$ cat src/rtl/fix2sfp_pipe_if.sv
// Handshake and lane-bus bundle for fix2sfp_pipe: input beat side, output beat side.
// slave is the converter's view, master is the producer/consumer view.
interface fix2sfp_pipe_if #(
    parameter int unsigned expWidth   = 4,
    parameter int unsigned sigWidth   = 4,
    parameter int unsigned low_expand = 2,
    parameter int unsigned LANES      = 4
);
    localparam int unsigned FIX_W = sigWidth + 4 + low_expand;
    localparam int unsigned FMT_W = 1 + expWidth + sigWidth;

    logic                      in_valid;
    logic                      in_ready;
    logic [LANES*FIX_W-1:0]    fixin;
    logic [expWidth-1:0]       max_exp;
    logic                      out_valid;
    logic                      out_ready;
    logic [LANES*FMT_W-1:0]    sfpout;
    logic [LANES-1:0]          ovf;
    logic [LANES-1:0]          unf;

    modport master (
        output in_valid, fixin, max_exp, out_ready,
        input  in_ready, out_valid, sfpout, ovf, unf
    );

    modport slave (
        input  in_valid, fixin, max_exp, out_ready,
        output in_ready, out_valid, sfpout, ovf, unf
    );
endinterface

$ cat src/rtl/fix2sfp_pipe.sv
// Three-stage, multi-lane two's-complement fixed-point to SFP converter with global stall.
// Define FIX2SFP_RNE_EN for round-to-nearest-even; otherwise the mantissa is truncated.
module fix2sfp_pipe #(
    parameter int unsigned expWidth   = 4,
    parameter int unsigned sigWidth   = 4,
    parameter int unsigned low_expand = 2,
    parameter int unsigned LANES      = 4
) (
    input  logic          clk,
    input  logic          rst,
    fix2sfp_pipe_if.slave bus
);
    localparam int unsigned E       = expWidth;
    localparam int unsigned M       = sigWidth;
    localparam int unsigned FIX_W   = M + 4 + low_expand;
    localparam int unsigned FMT_W   = 1 + E + M;
    localparam int unsigned PW      = $clog2(FIX_W);
    localparam int unsigned OW      = E + 2;
    localparam int unsigned EW      = E + 3;
    localparam int unsigned SHIFT_M = FIX_W - 1 - M;

    // All stages advance together; a held output freezes the whole pipe.
    logic adv;
    assign adv          = !bus.out_valid || bus.out_ready;
    assign bus.in_ready = adv;

    // Stage 1: sign, magnitude, zero detect
    logic [LANES-1:0][FIX_W-1:0] x_c;
    logic [LANES-1:0][FIX_W-1:0] mag_c;

    always_comb begin
        x_c   = bus.fixin;
        mag_c = '0;
        for (int i = 0; i < LANES; i++) begin
            mag_c[i] = x_c[i][FIX_W-1] ? FIX_W'(-x_c[i]) : x_c[i];
        end
    end

    logic                        v1;
    logic [LANES-1:0]            s1_sign;
    logic [LANES-1:0]            s1_zero;
    logic [LANES-1:0][FIX_W-1:0] s1_mag;
    logic [E-1:0]                s1_exp;

    always_ff @(posedge clk) begin
        if (rst) begin
            v1      <= 1'b0;
            s1_sign <= '0;
            s1_zero <= '0;
            s1_mag  <= '0;
            s1_exp  <= '0;
        end else if (adv) begin
            v1     <= bus.in_valid;
            s1_exp <= bus.max_exp;
            s1_mag <= mag_c;
            for (int i = 0; i < LANES; i++) begin
                s1_sign[i] <= x_c[i][FIX_W-1];
                s1_zero[i] <= (x_c[i] == '0);
            end
        end
    end

    // Stage 2: leading-one normalise, mantissa/round/sticky extraction
    logic [LANES-1:0][PW-1:0]    lead_c;
    logic [LANES-1:0][FIX_W-1:0] norm_c;
    logic [LANES-1:0][M-1:0]     mant_c;
    logic [LANES-1:0][OW-1:0]    off_c;
`ifdef FIX2SFP_RNE_EN
    logic [LANES-1:0]            rnd_c;
    logic [LANES-1:0]            stk_c;
`endif

    always_comb begin
        lead_c = '0;
        norm_c = '0;
        mant_c = '0;
        off_c  = '0;
`ifdef FIX2SFP_RNE_EN
        rnd_c  = '0;
        stk_c  = '0;
`endif
        for (int i = 0; i < LANES; i++) begin
            for (int b = 0; b < FIX_W; b++) begin
                if (s1_mag[i][b]) lead_c[i] = PW'(b);
            end
            norm_c[i] = s1_mag[i] << (PW'(FIX_W - 1) - lead_c[i]);
            mant_c[i] = M'(norm_c[i] >> SHIFT_M);
            off_c[i]  = OW'(lead_c[i]) - OW'(M - 1 + low_expand);
`ifdef FIX2SFP_RNE_EN
            rnd_c[i]  = norm_c[i][SHIFT_M-1];
            stk_c[i]  = |(norm_c[i] & FIX_W'((1 << (SHIFT_M - 1)) - 1));
`endif
        end
    end

    logic                     v2;
    logic [LANES-1:0]         s2_sign;
    logic [LANES-1:0]         s2_zero;
    logic [LANES-1:0][M-1:0]  s2_mant;
    logic [LANES-1:0][OW-1:0] s2_off;
    logic [E-1:0]             s2_exp;
`ifdef FIX2SFP_RNE_EN
    logic [LANES-1:0]         s2_rnd;
    logic [LANES-1:0]         s2_stk;
`endif

    always_ff @(posedge clk) begin
        if (rst) begin
            v2      <= 1'b0;
            s2_sign <= '0;
            s2_zero <= '0;
            s2_mant <= '0;
            s2_off  <= '0;
            s2_exp  <= '0;
`ifdef FIX2SFP_RNE_EN
            s2_rnd  <= '0;
            s2_stk  <= '0;
`endif
        end else if (adv) begin
            v2      <= v1;
            s2_sign <= s1_sign;
            s2_zero <= s1_zero;
            s2_mant <= mant_c;
            s2_off  <= off_c;
            s2_exp  <= s1_exp;
`ifdef FIX2SFP_RNE_EN
            s2_rnd  <= rnd_c;
            s2_stk  <= stk_c;
`endif
        end
    end

    // Stage 3: optional rounding, exponent add, saturate / flush-to-zero
    logic [LANES-1:0]            cy_c;
    logic [LANES-1:0][M-1:0]     mr_c;
    logic [LANES-1:0][EW-1:0]    e_c;
    logic [LANES-1:0][FMT_W-1:0] res_c;
    logic [LANES-1:0]            ovf_c;
    logic [LANES-1:0]            unf_c;

    always_comb begin
        cy_c  = '0;
        mr_c  = '0;
        e_c   = '0;
        res_c = '0;
        ovf_c = '0;
        unf_c = '0;
        for (int i = 0; i < LANES; i++) begin
`ifdef FIX2SFP_RNE_EN
            {cy_c[i], mr_c[i]} = (M + 1)'(s2_mant[i])
                               + (M + 1)'(s2_rnd[i] && (s2_stk[i] || s2_mant[i][0]));
`else
            mr_c[i] = s2_mant[i];
`endif
            e_c[i] = EW'(s2_exp) + {{(EW - OW){s2_off[i][OW-1]}}, s2_off[i]} + EW'(cy_c[i]);
            if (s2_zero[i]) begin
                res_c[i] = '0;
            end else if (e_c[i][EW-1]) begin
                unf_c[i] = 1'b1;
            end else if (e_c[i] > EW'((1 << E) - 1)) begin
                res_c[i] = {s2_sign[i], {E{1'b1}}, {M{1'b1}}};
                ovf_c[i] = 1'b1;
            end else begin
                res_c[i] = {s2_sign[i], e_c[i][E-1:0], mr_c[i]};
            end
        end
    end

    always_ff @(posedge clk) begin
        if (rst) begin
            bus.out_valid <= 1'b0;
            bus.sfpout    <= '0;
            bus.ovf       <= '0;
            bus.unf       <= '0;
        end else if (adv) begin
            bus.out_valid <= v2;
            bus.sfpout    <= res_c;
            bus.ovf       <= ovf_c;
            bus.unf       <= unf_c;
        end
    end
endmodule
$ cat src/flat_wrapper.sv
// flat-port wrapper written by rule: the top's interface ports become plain ports
module fix2sfp_pipe_flat 
#(
    parameter int unsigned expWidth   = 4,
    parameter int unsigned sigWidth   = 4,
    parameter int unsigned low_expand = 2,
    parameter int unsigned LANES      = 4
)
  (clk, rst, bus_in_valid, bus_fixin, bus_max_exp, bus_out_ready, bus_in_ready, bus_out_valid, bus_sfpout, bus_ovf, bus_unf);
  fix2sfp_pipe_if #(.expWidth(expWidth), .sigWidth(sigWidth), .low_expand(low_expand), .LANES(LANES)) bus_i ();
  input  logic clk;
  input  logic rst;
  input wire logic [$bits(bus_i.in_valid)-1:0] bus_in_valid;
  input wire logic [$bits(bus_i.fixin)-1:0] bus_fixin;
  input wire logic [$bits(bus_i.max_exp)-1:0] bus_max_exp;
  input wire logic [$bits(bus_i.out_ready)-1:0] bus_out_ready;
  output wire logic [$bits(bus_i.in_ready)-1:0] bus_in_ready;
  output wire logic [$bits(bus_i.out_valid)-1:0] bus_out_valid;
  output wire logic [$bits(bus_i.sfpout)-1:0] bus_sfpout;
  output wire logic [$bits(bus_i.ovf)-1:0] bus_ovf;
  output wire logic [$bits(bus_i.unf)-1:0] bus_unf;
  assign bus_i.in_valid = bus_in_valid;
  assign bus_i.fixin = bus_fixin;
  assign bus_i.max_exp = bus_max_exp;
  assign bus_i.out_ready = bus_out_ready;
  assign bus_in_ready = bus_i.in_ready;
  assign bus_out_valid = bus_i.out_valid;
  assign bus_sfpout = bus_i.sfpout;
  assign bus_ovf = bus_i.ovf;
  assign bus_unf = bus_i.unf;
  fix2sfp_pipe #(.expWidth(expWidth), .sigWidth(sigWidth), .low_expand(low_expand), .LANES(LANES)) u_core (.clk(clk), .rst(rst), .bus(bus_i));
endmodule
$ cat config.mk
export PLATFORM = sky130hd
export DESIGN_NAME = fix2sfp_pipe_flat
export DESIGN_NICKNAME = d
export VERILOG_FILES = /design/src/rtl/fix2sfp_pipe_if.sv /design/src/rtl/fix2sfp_pipe.sv /design/src/flat_wrapper.sv
export SDC_FILE = /design/constraint.sdc
export NUM_CORES = 1
export LEC_CHECK = 0
export ABC_AREA = 1
export BUFFER_PORTS_ARGS = -buffer_cell sky130_fd_sc_hd__buf_2
export CAP_MARGIN = 20
export CORE_MARGIN = 4
export CORE_UTILIZATION = 61
export CTS_BUF_LIST = sky130_fd_sc_hd__clkbuf_4
export DETAILED_ROUTE_END_ITERATION = 8
export PLACE_DENSITY = 0.91
export REMOVE_ABC_BUFFERS = 1
export SLEW_MARGIN = 10
export SYNTH_ARGS = -nofsm -noshare
export SYNTH_HDL_FRONTEND = slang
export SYNTH_SLANG_ARGS = --single-unit
$ cat constraint.sdc
create_clock -name clk -period 2.4 [get_ports clk]
set_input_delay 0.48 -clock clk [delete_from_list [all_inputs] [get_ports clk]]
set_output_delay 0.48 -clock clk [all_outputs]
set_load 0.02 [all_outputs]
; Word-level counts from Yosys, hierarchy flattened
; Cells that the tools add are included.
[word_totals]
ff_bits = 147
inputBits = 48
output_inout_bits = 46
word_cells = 126
[op_classes]
add_sub_neg = 16
order_cmp = 4
n_shift = 4
n_mux = 72
n_reduce_logical = 6
[ops]
columns = op, count
row1 = 9-bit 2-to-1 mux, 8
row2 = 3-bit 2-to-1 mux, 16
row3 = 10-bit zero test, 4
row4 = 10-bit 2-to-1 mux, 4
row5 = 10-bit negator, 4
row6 = 10-bit by 4-bit left shift with 9-bit output, 4
row7 = 4-bit 2-to-1 mux, 8
row8 = 8-bit 2-to-1 mux, 4
row9 = "7-bit by 4-bit greater-than comparator with 1-bit output, second input constant", 4
row10 = 5-bit by 5-bit adder with 6-bit output, 4
row11 = 1-bit 2-to-1 mux, 24
row12 = "4-bit by 3-bit subtractor with 5-bit output, second input constant", 4
row13 = 2-bit 2-to-1 mux, 8
row14 = "4-bit subtractor, first input constant", 4
row15 = 1-bit zero test, 1
row16 = 1-bit logical OR, 1

; Longest topological paths before layout
; Gate-level depths: netlist of the first run.
[logic_depth]
depth_word = 11
mapped_depth = 15

; Least setup slack after synthesis of the first run
; OpenSTA, ideal clock, no wires.
[synth_path]
kind = register to register
from = register u_core.s1_mag[24] in the netlist's numbering
to = register u_core.s2_mant, in the netlist u_core.mr_c[11]
setup_ns = 0.067
t_arrival_ns = 1.781
setup_slack_ns = 0.552
stages_incl_launch_ff = 14
synth_period_minus_slack_ns = 1.848
path_cell_list = dfxtp_1 > nor2_1 > o21ai_1 > a21oi_4 > inv_4 > ha_1 > inv_1 > nor2_1 > nand3_1 > nand2_1 > inv_1 > nand2_1 > nand2_1 > a21oi_2
[synth_via]
elab_chain_cells = 8
[synth_rtl]
columns = item, line
row1 = from (decl), fix2sfp_pipe.sv:42  ; logic [LANES-1:0][FIX_W-1:0] s1_mag;
row2 = from (signal assigned), fix2sfp_pipe.sv:55  ; s1_mag <= mag_c;
row3 = 3-bit 2-to-1 mux (4 in series), fix2sfp_pipe.sv:84  ; if (s1_mag[i][b]) lead_c[i] = PW'(b);
row4 = 4-bit 2-to-1 mux (2 in series), fix2sfp_pipe.sv:84
row5 = 4-bit subtractor, fix2sfp_pipe.sv:86  ; norm_c[i] = s1_mag[i] << (PW'(FIX_W - 1) - lead_c[i]);
row6 = 10-bit by 4-bit left shift with 9-bit output *, fix2sfp_pipe.sv:86
row7 = to (signal assigned), fix2sfp_pipe.sv:123  ; s2_mant <= mant_c;
row8 = to (decl), fix2sfp_pipe.sv:99  ; logic [LANES-1:0][M-1:0] s2_mant;
; Every way passes the cells marked *; elsewhere a longest branch is shown, timed or not.
; A chain may end at the register's enable or synchronous reset.

; Worst setup path after layout of the first run
; Same ends and word-level chain as after synthesis.

==> summary.txt, run 1 <==
Outcome
  • Status: finished, final reports clean

Placement
  • Half-perimeter wire length of the detailed placement result: 13.5 mm
  • Worst-case setup slack after placement: 0.238 ns
  • Cell count after placement: 1442
  • Port buffer count: just over 90
  • Routability Congestion: 0.894
  • Post-DP Area: 8910 sq um

Setup path
  • Delay-heaviest family, CP: simple AND/OR/NAND/NOR gates
  • Cell depth of the worst flop-to-flop path: 13
  • Crit Reg-Reg Startpoint: u_core.s1_mag[24]
  • Kind of end point of the critical path: flip-flop
  • Reg2reg end: u_core.mr_c[11]
  • Worst Path Buf+Inv: 3
  • Critical setup path kind: flip-flop to flip-flop
  • Slowest cell on the critical path: sky130_fd_sc_hd__ha_1
  • Biggest fanout along the worst timing path: 12
  • Register-to-Register Setup Slack: between 0.2 and 0.25 ns
  • Most repeated library cell on the critical path: sky130_fd_sc_hd__nand2_1
  • Maximum single-stage delay on the critical path: 0.40 ns
  • CP Cell Sequence: nor2_1 -> o21ai_1 -> a21oi_4 -> inv_4 -> ha_1 -> inv_1 -> nor2_1 -> nand3_1 -> nand2_1 -> inv_1 -> nand2_1 -> nand2_1 -> a21oi_2
  • Critical path data required time: 2.88 ns
  • Data arrival at the endpoint of the critical path: approximately 2.7 ns
  • Crit path launch type: flip-flop

Finish
  • Fin area: around 9200 sq um
  • Fraction of layout instances using a drive strength above 1: 0.146
  • Final core area utilization: 0.695
  • Final standard cell count with taps included and fillers excluded: 1474
  • Synthesis-to-layout area growth: 11.3%
  • Final Net Count: 1373
  • Filler cell count in the final layout: roughly 1200

Die
  • Die Ht: 125 microns
  • Effective utilization at floorplan: 0.624
  • IO Pins: 94
  • Core area: 13300 sq um
  • DIE AREA: 15500 sq um
  • Die Width: ~120 microns
  • Std-Cell Rows: 42

Global routing
  • Number of global-route vias before repair: 7334
  • Total routing usage reported by global routing: 0.240
  • Antenna violations before repair: 1
  • First-pass GRT wire length: 32.0 mm
  • Gr ovfl total: 0
  • Largest net degree at the start of global routing: 86

Timing
  • Setup repair after global routing missed its margin: no
  • Clock skew: 0.0172 ns
  • Sum of negative setup slack: 0 ns
  • Number of endpoints failing setup at the final stage: 0
  • Max-slew violation count: 0
  • Worst Tran Pin Value: between 0.7 and 0.8 ns
  • Final worst hold slack: 0.196 ns
  • Clock period minus worst slack: 2.18 ns
  • Share of the cycle needed by the critical path after routing: 0.907
  • Post-layout worst setup margin: 0.222 ns
  • Max Clk Rate: 459 MHz
  • Slew Limit Headroom: 0.487
  • Final hold viol count: 0

Logic synthesis
  • Synth warn: 0
  • Count of different cell masters after synthesis: 40
  • Synthesized cell area: 8300 sq um
  • Synth Register Bits: between 100 and 150
  • Post-synth top flop: sky130_fd_sc_hd__dfxtp_1
  • Post-synthesis average cell area: 6.88 sq um
  • Sequential element share of the synthesized area: 0.354
  • Async set-or-reset flop fraction in the synthesized netlist: 0
  • Cells after Synth: 1206
  • EDFF count, synth: 0

Clock network
  • Number of hold buffers added after cts: 0
  • Clk_lat worst skew: 0.55 ns
  • Clock tree from TritonCTS: yes
  • Root buffer cell: sky130_fd_sc_hd__clkbuf_4
  • Clock transition at the registers of the reported paths: 0.11 ns
  • Total number of H-tree levels: 4
  • Clock Tree Buf Depth: 2
  • Number of buffers inserted during clock tree synthesis: 17
  • CTS Sinks: 147

Pwr
  • Worst vdd ir: 0.000536 V
  • Total power draw: 6.73 mW
  • Standby leakage power: 4.61 nW
  • Total power divided by cell area: about 730 nW/um^2

Drt
  • Per-cell routed wire length: 12.7 microns
  • Number of design rule violations left after detail routing: 0
  • DR pass1 iterations: 6
  • Count of vias placed by the detailed router: 8047
  • Per-cell via count in the routed design: 5.46
  • Final Routed Wirelength: ~19 mm
  • Starting DRT DRC Count: 464
  • Number of nets with antenna violations after detailed routing: 0

Min path
  • Hold_sp: bus_max_exp[3]
  • End point of the most critical hold path: u_core.s1_exp[3]
  • Hold-critical path depth: 3
  • Class of the most critical hold timing path: input pin to flip-flop

Flow run
  • Max cap viols: 0
-- worst min-delay path, cell delays in order --
cell and delay (ns):
sky130_fd_sc_hd__buf_2 0.08, sky130_fd_sc_hd__o21ai_0 0.08, sky130_fd_sc_hd__nor2_1 0.08
-- cells by family (layout without fill, tap and decap cells) --
group	after synthesis	after routing	share of synthesized area
compound gates	249	249	0.175
xor+xnor	23	23	0.0243
fa+ha+maj	40	40	0.0639
buf+inv	187	278	0.0903
flops	147	147	0.354
other cells	0	1	0
simple gates	560	560	0.292
-- cells in the final DEF, fill, tap and decap left out, types with 6 or more instances in the layout --
cell | Yosys | layout
sky130_fd_sc_hd__a21oi_1 | 96 | 96
sky130_fd_sc_hd__a21oi_2 | 6 | 6
sky130_fd_sc_hd__buf_2 | 10 | 93
sky130_fd_sc_hd__buf_4 | 0 | 9
sky130_fd_sc_hd__clkbuf_4 | 0 | 18
sky130_fd_sc_hd__clkinv_1 | 1 | 6
sky130_fd_sc_hd__dfxtp_1 | 147 | 146
sky130_fd_sc_hd__ha_1 | 36 | 36
sky130_fd_sc_hd__inv_1 | 129 | 127
sky130_fd_sc_hd__inv_2 | 10 | 11
sky130_fd_sc_hd__nand2_1 | 288 | 288
sky130_fd_sc_hd__nand2_2 | 12 | 12
sky130_fd_sc_hd__nand3_1 | 94 | 94
sky130_fd_sc_hd__nand3b_1 | 6 | 6
sky130_fd_sc_hd__nand4_1 | 7 | 7
sky130_fd_sc_hd__nor2_1 | 114 | 113
sky130_fd_sc_hd__nor3_1 | 16 | 16
sky130_fd_sc_hd__o211ai_1 | 8 | 8
sky130_fd_sc_hd__o21ai_0 | 89 | 89
sky130_fd_sc_hd__o21ai_1 | 9 | 9
sky130_fd_sc_hd__o21bai_1 | 7 | 7
sky130_fd_sc_hd__o221ai_1 | 24 | 24
sky130_fd_sc_hd__xnor2_1 | 12 | 12
sky130_fd_sc_hd__xor2_1 | 11 | 11
-- cell usage after synthesis, types with 3 or more instances --
master,number,area share
sky130_fd_sc_hd__xor2_1,11,0.012
sky130_fd_sc_hd__fa_1,4,0.0096
sky130_fd_sc_hd__a21oi_1,96,0.058
sky130_fd_sc_hd__a21oi_2,6,0.0063
sky130_fd_sc_hd__o221ai_1,24,0.025
sky130_fd_sc_hd__inv_2,10,0.0045
sky130_fd_sc_hd__nand3_2,3,0.0036
sky130_fd_sc_hd__o21bai_1,7,0.0063
sky130_fd_sc_hd__inv_1,129,0.058
sky130_fd_sc_hd__dfxtp_1,147,0.35
sky130_fd_sc_hd__nand3b_1,6,0.0054
sky130_fd_sc_hd__o211ai_1,8,0.0072
sky130_fd_sc_hd__nor2_4,3,0.0041
sky130_fd_sc_hd__a21oi_4,3,0.0059
sky130_fd_sc_hd__nand2_4,5,0.0068
sky130_fd_sc_hd__nand2_1,288,0.13
sky130_fd_sc_hd__nor2_2,3,0.0023
sky130_fd_sc_hd__or2_2,5,0.0038
sky130_fd_sc_hd__clkbuf_1,31,0.014
sky130_fd_sc_hd__nand3_1,94,0.057
sky130_fd_sc_hd__buf_2,10,0.0060
sky130_fd_sc_hd__nand4_1,7,0.0053
sky130_fd_sc_hd__ha_1,36,0.054
sky130_fd_sc_hd__nand2_2,12,0.0090
sky130_fd_sc_hd__nor2_1,114,0.052
sky130_fd_sc_hd__o21bai_2,3,0.0041
sky130_fd_sc_hd__o21ai_1,9,0.0054
sky130_fd_sc_hd__o21ai_0,89,0.054
sky130_fd_sc_hd__nor3_1,16,0.0096
sky130_fd_sc_hd__xnor2_1,12,0.013
-- worst max-delay path by stage --
stage / start / endpoint / slack (ns) / depth (start not counted)
floorplan: u_core.bus.out_valid / u_core.mr_c[14] / -5.50 / 9
global placement: u_core.s2_exp[1] / u_core.bus.sfpout[25] / 0.35 / 13
detailed placement: u_core.s2_exp[1] / u_core.bus.sfpout[25] / 0.24 / 13
CTS: u_core.s2_exp[1] / u_core.bus.sfpout[25] / 0.22 / 13
global route: u_core.s1_mag[24] / u_core.mr_c[11] / 0.05 / 13
finish: u_core.s1_mag[24] / u_core.mr_c[11] / 0.22 / 13
-- cell type report --
| cell class | count | area (sq um) | share of cell area |
|---|---|---|---|
| diodes | 1 | 2.50 | 0.000271 |
| clock buffers | 18 | 135 | 0.0146 |
| clock inverters | 13 | 190 | 0.0206 |
| inverters | 142 | 539 | 0.0584 |
| multi-input cells | 872 | 4620 | 0.500 |
| flip-flops and latches | 147 | 2940 | 0.319 |
| well taps | 176 | 220 | 0.0238 |
| repair buffers | 105 | 593 | 0.0642 |
-- sequential cells by signal (all words and copies together), names as in the netlist --
name / cells
u_core.s1_mag: 40
u_core.bus.sfpout: 36
u_core.s2_off: 20
u_core.mr_c: 16
u_core.bus.ovf: 4
u_core.bus.unf: 4
u_core.s1_exp: 4
u_core.s1_sign: 4
u_core.s1_zero: 4
u_core.s2_exp: 4
u_core.s2_sign: 4
u_core.s2_zero: 4
u_core.bus.out_valid: 1
u_core.v1: 1
u_core.v2: 1
-- power breakdown --
part	internal [mW]	leakage, nW	total [mW]	switching (mW)
registers	2.74	1.21	2.95	0.211
clock network	0.919	0.170	1.77	0.851
logic	0.735	3.22	2.01	1.28
-- layer usage --
| layer | vias up | GRT usage | wire [microns] |
|---|---|---|---|
| met4 | 0 | 0.0999 | 518 |
| met2 | 215 | 0.396 | 8790 |
| li1 | 4126 | - | - |
| met1 | 3659 | 0.302 | 8420 |
| met3 | 47 | 0.0562 | 944 |
| met5 | - | 0 | 0 |
-- timing repair --
| action | in CTS | in global routing |
|---|---|---|
| buffers inserted | 0 | 0 |
| endpoints found under the setup margin | 0 | 3 |
| resized for setup | 0 | 1 |
Note: power is estimated with default switching activity, not from simulation.
==> inputs of run 2 (changes only) <==
Settings changed: CTS_BUF_LIST sky130_fd_sc_hd__clkbuf_4 to sky130_fd_sc_hd__clkbuf_8.
==> summary.txt, run 2 (synthesis results as in run 1) <==
Finish
  • Fin area: 9390 sq um (+1.6%)
  • Final standard cell count with taps included and fillers excluded: 1473 (-0.068%)
  • Leading cell type in the layout, fill and taps excluded: sky130_fd_sc_hd__nand2_1
  • Max FFs per register: 40 (unchanged)
  • Commonest cells after routing, fill and taps aside: sky130_fd_sc_hd__nand2_1 (288), sky130_fd_sc_hd__dfxtp_1 (146), sky130_fd_sc_hd__inv_1 (128)
  • Registers with the most flip-flops: u_core.s1_mag: 40 flops, u_core.bus.sfpout: 36 flops, u_core.s2_off: 20 flops
  • Antenna diode count: 0 (-1)
  • Largest Register: u_core.s1_mag
  • Synthesis-to-layout area growth: 13.1%
  • Final Net Count: 1373 (unchanged)
  • Fraction of layout instances using a drive strength above 1: 0.150 (+0.00308)

Timing
  • Max-slew violation count: 0 (unchanged)
  • Final hold viol count: 0 (unchanged)
  • Clock skew: 0.00757 ns (-0.00960 ns)
  • Clock period minus worst slack: 2.15 ns (-0.0261 ns)
  • Share of the cycle needed by the critical path after routing: 0.897 (-0.0109)
  • Number of endpoints failing setup at the final stage: 0 (unchanged)
  • Slew Limit Headroom: 0.484 (-0.00300)
  • Setup repair after global routing missed its margin: no
  • Worst Tran Pin Value: 0.775 ns (+0.00450 ns)
  • Max Clk Rate: 465 MHz (+1.2%)

Global routing
  • Gr ovfl total: 0 (unchanged)
  • Number of global-route vias before repair: 7425 (+1.2%)
  • Total routing usage reported by global routing: 0.244 (+0.00378)
  • Largest net degree at the start of global routing: 86 (unchanged)
  • Antenna violations before repair: 0 (-1)
  • First-pass GRT wire length: 32.6 mm (+1.7%)

Die
  • IO Pins: 94 (unchanged)
  • DIE AREA: 15500 sq um (unchanged)
  • Std-Cell Rows: 42 (unchanged)
  • Die Width: 125 microns (unchanged)
  • Core area: 13300 sq um (unchanged)
  • Effective utilization at floorplan: 0.624 (unchanged)
  • Die Ht: 125 microns (unchanged)

Pwr
  • Total power divided by cell area: 772 nW/um^2 (+6.0%)
  • Power Internal: 4.85 mW (+10%)
  • Switching power of the nets: 2.41 mW (+2.9%)
  • Part of the total power dissipated in combinational logic: 0.279 (-0.020)
  • Share of total power in sequential cells: 0.407 (-0.031)
  • Switching Fraction: 0.332 (-0.0154)
  • Total power draw: 7.25 mW (+7.7%)
  • Share of total power in the clock network: 0.313 (+0.050)
  • Worst vdd ir: 0.000526 V (-1.8%)
  • Standby leakage power: 4.68 nW (+1.6%)

Clock network
  • Clk_lat worst skew: 0.45 ns (-0.10 ns)
  • Number of hold buffers added after cts: 0 (unchanged)
  • Root buffer cell: sky130_fd_sc_hd__clkbuf_8
  • CTS Sinks: 147 (unchanged)
  • Clock tree from TritonCTS: yes
  • Total number of H-tree levels: 4 (unchanged)
  • Clock Tree Buf Depth: 2 (unchanged)
  • Number of buffers inserted during clock tree synthesis: 17 (unchanged)
  • Clock transition at the registers of the reported paths: 0.08 ns (-0.03 ns)

Placement
  • Half-perimeter wire length of the detailed placement result: 13.5 mm (unchanged)
  • Port buffer count: 93 (unchanged)
  • Post-DP Area: 8910 sq um (unchanged)
  • Routability Congestion: 0.894 (unchanged)
  • Cell count after placement: 1442 (unchanged)

Drt
  • Starting DRT DRC Count: 560 (+21%)
  • Per-cell via count in the routed design: 5.51 (+0.86%)
  • Number of design rule violations left after detail routing: 0 (unchanged)
  • Per-cell routed wire length: 12.9 microns (+1.8%)
  • Count of vias placed by the detailed router: 8111 (+0.80%)
  • Final Routed Wirelength: 19.0 mm (+1.7%)
  • Number of nets with antenna violations after detailed routing: 0 (unchanged)
  • DR pass1 iterations: 5 (-1)

Setup path
  • Critical path data required time: 2.80 ns (-0.08 ns)
  • Critical setup path kind: flip-flop to flip-flop
  • Kind of end point of the critical path: flip-flop
  • Biggest fanout along the worst timing path: 8 (-4)
  • Crit path launch type: flip-flop
  • Data arrival at the endpoint of the critical path: 2.55 ns (-0.11 ns)

Min path
  • Class of the most critical hold timing path: input pin to flip-flop

Outcome
  • Status: finished, final reports clean

Flow run
  • Max cap viols: 0 (unchanged)
==> run 2: stage by stage <==
step	setup TNS, ns	setup slack (ns)	hold slack [ns]	utilization
5_1_grt	0	0.0708	0.300	0.706
6_report	0	0.248	0.292	0.706
2_1_floorplan	-582.70	-5.50	0.430	-
3_5_place_dp	0	0.238	0.446	0.670
4_1_cts	0	0.227	0.280	0.706
3_3_place_gp	0	0.346	0.442	0.670
==> run 2: path summary, 6_finish.rpt <==
kind | from | to | slack, ns | depth (start not counted)
worst max-delay path | u_core.s2_exp[0] | u_core.bus.sfpout[25] | 0.25 | 10
worst min-delay path | bus_max_exp[3] | u_core.s1_exp[3] | 0.29 | 3
worst max register to register | u_core.s2_exp[0] | u_core.bus.sfpout[25] | 0.25 | 10
worst min register to register | u_core.v2 | u_core.v2 | 0.46 | 2
==> run 2: critical path, stage by stage, from the launching register on <==
cell	delay, ns
sky130_fd_sc_hd__dfxtp_1	0.39
sky130_fd_sc_hd__ha_1	0.27
sky130_fd_sc_hd__fa_1	0.45
sky130_fd_sc_hd__nand2_1	0.07
sky130_fd_sc_hd__nand2_1	0.05
sky130_fd_sc_hd__a21oi_1	0.15
sky130_fd_sc_hd__xnor2_1	0.29
sky130_fd_sc_hd__nand2_1	0.16
sky130_fd_sc_hd__o211ai_1	0.13
sky130_fd_sc_hd__nand2_1	0.08
sky130_fd_sc_hd__inv_1	0.06
==> run 2: repair_timing <==
action                     in CTS  in global routing
resized for setup               0                  1
setup endpoints to repair       0                  2
buffers inserted                0                  0
==> run 2: cell type report <==
| type | count | area, sq um |
|---|---|---|
| timing repair buffer | 105 | 593 |
| clock buffer | 22 | 303 |
| multi-input combinational | 872 | 4620 |
| sequential | 147 | 2940 |
| inverter | 142 | 539 |
| tap | 176 | 220 |
| clock inverter | 9 | 175 |
| fill | 1120 | 3900 |
==> run 2: metal layers <==
layer | wire, microns | up-vias | global-route usage
met5 | 0 | - | 0
met4 | 490 | 0 | 0.106
met3 | 1020 | 45 | 0.0549
met2 | 9010 | 234 | 0.404
met1 | 8480 | 3720 | 0.304
li1 | - | 4112 | -
==> run 2: power by group through the flow <==
stage	combinational, mW	clock [mW]	sequential (mW)
after floorplan	1.34	0	3.09
after global placement	1.94	0	2.99
after detailed placement	2.00	0	3.00
after CTS	2.02	2.30	2.95
after global routing	2.31	2.40	2.99
final	2.03	2.27	2.95
